===== config.mk =====
export PLATFORM = sky130hd
export DESIGN_NAME = delay_vec
export DESIGN_NICKNAME = d
export VERILOG_FILES = /design/src/rtl/delay_vec.sv
export SDC_FILE = /design/constraint.sdc
export NUM_CORES = 1
export LEC_CHECK = 0
export BUFFER_PORTS_ARGS = -buffer_cell sky130_fd_sc_hd__buf_2
export CAP_MARGIN = 10
export CORE_AREA = 2 2 545 547
export DETAILED_ROUTE_END_ITERATION = 10
export DIE_AREA = 0 0 547 549
export PLACE_DENSITY = 0.37
export SLEW_MARGIN = 10
export SYNTH_ARGS = -nofsm -noshare
export SYNTH_HDL_FRONTEND = slang
export SYNTH_SLANG_ARGS = --single-unit

===== constraint.sdc =====
create_clock -name clk -period 2.1 [get_ports clk]
set_clock_uncertainty 0.1 [all_clocks]
set_input_delay 0.105 -clock clk [delete_from_list [all_inputs] [get_ports clk]]
set_output_delay 0.105 -clock clk [all_outputs]
set_load 0.005 [all_outputs]

===== src/rtl/delay_vec.sv =====
// delay_vec: DEPTH-tap shift register of ADC samples with a registered fill flag
module delay_vec #(
  parameter int WIDTH = 14,
  parameter int DEPTH = 100
) (
  input  logic             clk,
  input  logic             reset_n,
  input  logic [WIDTH-1:0] ADC_IN,
  output logic [WIDTH-1:0] DelayVec [0:DEPTH-1],
  output logic             Full
);
  localparam int CW = $clog2(DEPTH + 1);
  localparam logic [CW-1:0] FULL_CNT = CW'(DEPTH);
  logic [CW-1:0] fill, fill_nxt;
  always_comb fill_nxt = (fill == FULL_CNT) ? fill : fill + 1'b1;
  always_ff @(posedge clk or negedge reset_n)
    if (!reset_n) begin
      for (int i = 0; i < DEPTH; i++) DelayVec[i] <= '0;
      fill <= '0;
      Full <= 1'b0;
    end else begin
      DelayVec[0] <= ADC_IN;
      for (int i = 1; i < DEPTH; i++) DelayVec[i] <= DelayVec[i-1];
      fill <= fill_nxt;
      // Full is derived from the next count so it rises on the DEPTH-th edge
      Full <= (fill_nxt == FULL_CNT);
    end
endmodule


==> impl_metrics.csv <==
group,metric,value,unit
global_routing,grt_pass1_vias,21976,
pwr,vdd.ir_drop.worst,679,uV
timing,finalHoldViolCount,0,
placement,place_area,48100,um^2
timing,finalMaxSlewViolations,0,
run,cap_violations,0,
timing,setup-tns-final,0,ns
detailed_routing,viasPerCell,2.71,
synth,synth_top_cells_by_area,"dfrtp_1 (99%), xor2_1 (0.074%), ha_1 (0.071%), xnor2_1 (0.049%), nand3_1 (0.042%)",
synth,synth_warnings,0,
timing,final-setup-viol-count,0,
worst_setup_path,rr_endpoint,"Full$_DFF_PN0_",
synth,synthDistinctLibCells,19,
pwr,clockPowerShare,47.9,%
synth,synth_compound_area_share,0.0600,%
detailed_routing,met3_length,13.7,mm
clock_tree,numClockSinks,1408,
worst_setup_path,ff2ff_path_depth,6,
synth,synth_top_family_by_area,"simple AND/OR/NAND/NOR gates",
synth,synthCells,1436,
die,coreArea,295000,um^2
clock_tree,cts_tree,"yes",
worst_setup_path,r2r_start,"fill[0]$_DFF_PN0_",
cells_and_area,fillers,32024,
detailed_routing,wl_met1,40.0,mm
global_routing,antenna_found_initial,7,
global_routing,grt_first_pass_wirelength,182,mm
die,dieArea,300000,um^2
detailed_routing,drt_pass1_iterations,4,
synth,ys.flop_type,"dfrtp_1",
cells_and_area,final_layout_size_suffix_gt1_share,53.6,%
clock_tree,clk_latency,0.81,ns
synth,syn_avg_cell_area,24.7,um^2
timing,final.setup.worst_slack,0.232,ns
clock_tree,cts_buffers,158,
timing,max_freq,535,MHz
synth,synth.yosys.seq_area_share,99.4,%
detailed_routing,via_count,19419,
clock_tree,cts.clk_slew.worst_paths,0.06,ns
clock_tree,postCtsSetupBuffers,0,
timing,tightest_slew,0.499,ns
timing,rsz0062_at_grt,"no",
detailed_routing,drc_errors,0,
timing,period_share,89.0,%
synth,yosysTopAreaCell,"dfrtp_1",
cells_and_area,postLayoutCellArea,53700,um^2
detailed_routing,drt_wl_total,134,mm
worst_setup_path,path_max_fanout,4,
synth,ys_ff_latch,1408,
detailed_routing,wl_met2,74.3,mm
synth,synth_edf_count,0,
outcome,status,"finished, final reports clean",
detailed_routing,drt_iter0_drc,1052,
worst_hold_path,min_to,"DelayVec[1315]$_DFF_PN0_",
synth,yosys-mux-area-fraction,0.0424,%
global_routing,track_usage,8.60,%
die,num_rows,200,
synth,synth_fp_nets,1454,
pwr,p_leak,27.9,nW
detailed_routing,antenna_left,0,
timing,period_needed,1.87,ns
worst_hold_path,min_path_type,"reg -> reg",
pwr,power,0.0577,W
detailed_routing,routedWlPerCell,18.7,um
pwr,switching_share,22.7,%
timing,relSlewSlack,66.7,%
synth,synth_top_area_share,99.4,%
detailed_routing,top_layer_used,"met4",
global_routing,grt_start_max_net_pins,89,
placement,io_buffers,1416,
pwr,powerDensity,1080,nW/um^2
die,io_pins,1417,
die,die_width,547,um
die,start_util,12.0,%
worst_setup_path,worst-r2r-setup-slack,0.23,ns
worst_hold_path,holdPathStages,0,
worst_setup_path,worstPathArrival,2.43,ns
clock_tree,htreeDepth,4,
pwr,combPwrFrac,3.0,%
worst_setup_path,worstSetupEndpointType,"register",
synth,synth_xor_area_share,0.124,%
placement,dpl.hpwl,106,mm
worst_setup_path,start_kind,"register",
pwr,p_sw,0.0131,W
cells_and_area,nNetsFinal,3114,
synth,async_reset_ff_share,100,%
clock_tree,clock_path_buffers,4,
global_routing,gr-total-overflow,0,
pwr,internal_power,0.0446,W
synth,synthAdderAreaFrac,0.0706,%
worst_setup_path,worst-setup-path-type,"reg -> reg",
synth,yosys.area_share.simple,0.265,%
worst_hold_path,min_from,"DelayVec[1329]$_DFF_PN0_",
worst_setup_path,required,2.66,ns
placement,globalplace.congestion,0.914,
placement,place_ws,0.257,ns
clock_tree,clockRootBuffer,"clkbuf_16",
die,fp.dieH,549,um
cells_and_area,syn2layout_area_growth,51.4,%
pwr,p_seq_share,49.1,%
synth,netlist_area,35400,um^2
## layout by cell type (no fill, tap or decap), drive strengths merged
cell	netlist	routed
nand2	2	2
xor2	3	3
nor2	2	2
mux2	1	1
or2	1	1
o21ai	1	1
ha	2	2
inv	2	12
and3	1	1
dlygate4sd3	0	30
a21boi	1	1
clkbuf	0	223
nor4b	1	1
nor3	2	2
dfrtp	1408	1408
clkinvlp	0	6
clkinv	0	37
xnor2	2	2
and4b	1	1
bufinv	0	9
buf	0	1470
nand3	3	3
diode	0	6
a21o	1	1
and3b	2	2
## flip-flops by register name (all words and copies together) (netlist names)
name / count
fill: 7
Full: 1
DelayVec: 1400
## what timing repair did
action	4_1_cts	5_1_grt
hold buffers	31	0
endpoints found under the hold margin	1396	0
endpoints found under the setup margin	2	0
gates resized for setup	2	0
## final cells by class
class	count	area, um^2	area share (%)
Multi-Input combinational cell	26	199	0.371
Timing Repair Buffer	1500	8020	14.9
Tap cell	3939	4930	9.18
Inverter	2	7.51	0.0140
Sequential cell	1408	35200	65.7
Clock buffer	223	4490	8.36
Clock inverter	62	766	1.43
Antenna cell	6	15.0	0.0280
## power by group through the flow
stage               clock, W  sequential [W]  combinational, W
floorplan                  0          0.0287   0.0000000000971
global placement           0          0.0288           0.00181
detailed placement         0          0.0288           0.00178
CTS                   0.0287          0.0284           0.00184
global route          0.0299          0.0284           0.00194
finish                0.0276          0.0283           0.00175
## worst max-delay path: stages (launching register included)
cell	delay, ns
dfrtp_1	0.42
inv_1	0.14
ha_1	0.16
and4b_1	0.23
and3b_4	0.24
mux2_4	0.30
and3_1	0.17
## worst max path at each step
stage / slack [ns] / cells after the start / startpoint / end
finish: 0.23 / 6 / fill[0]$_DFF_PN0_ / Full$_DFF_PN0_
global route: 0.14 / 6 / fill[0]$_DFF_PN0_ / Full$_DFF_PN0_
CTS: 0.16 / 1 / DelayVec[851]$_DFF_PN0_ / DelayVec[851]
detailed placement: 0.26 / 6 / fill[0]$_DFF_PN0_ / Full$_DFF_PN0_
global placement: 0.26 / 6 / fill[0]$_DFF_PN0_ / Full$_DFF_PN0_
floorplan: 0.39 / 6 / fill[0]$_DFF_PN0_ / Full$_DFF_PN0_
## cell usage after synthesis, drive strengths merged (2+ instances only)
cell and number:
and3b 2, nand3 3, ha 2, nor2 2, inv 2, xnor2 2
nand2 2, xor2 3, nor3 2, dfrtp 1408
## through the flow
| stage | util (%) | instances | hold WS [ns] |
|---|---|---|---|
| floorplan | - | 1436 | -0.291 |
| global route | 18.2 | 7161 | 0.256 |
| detailed placement | 16.3 | 6844 | -0.0512 |
| global placement | 16.3 | 6844 | -0.0543 |
| finish | 18.2 | 7166 | 0.241 |
| CTS | 18.2 | 7160 | 0.242 |
## kinds of logic after synthesis
group	after synthesis
DFF	1408
and+or+nand+nor	15
xor gates and xnor gates	5
AOI/OAI and AO/OA	3
buffers and inverters	2
adders and majority gates	2
muxes	1
## metal layers
layer | vias to the layer above | track usage (%)
li1 | 7943 | -
met1 | 10185 | 7.57
met2 | 1085 | 16.6
met3 | 206 | 3.63
met4 | 0 | 4.01
met5 | - | 0
No activity file was read; power rests on OpenSTA's default activity.
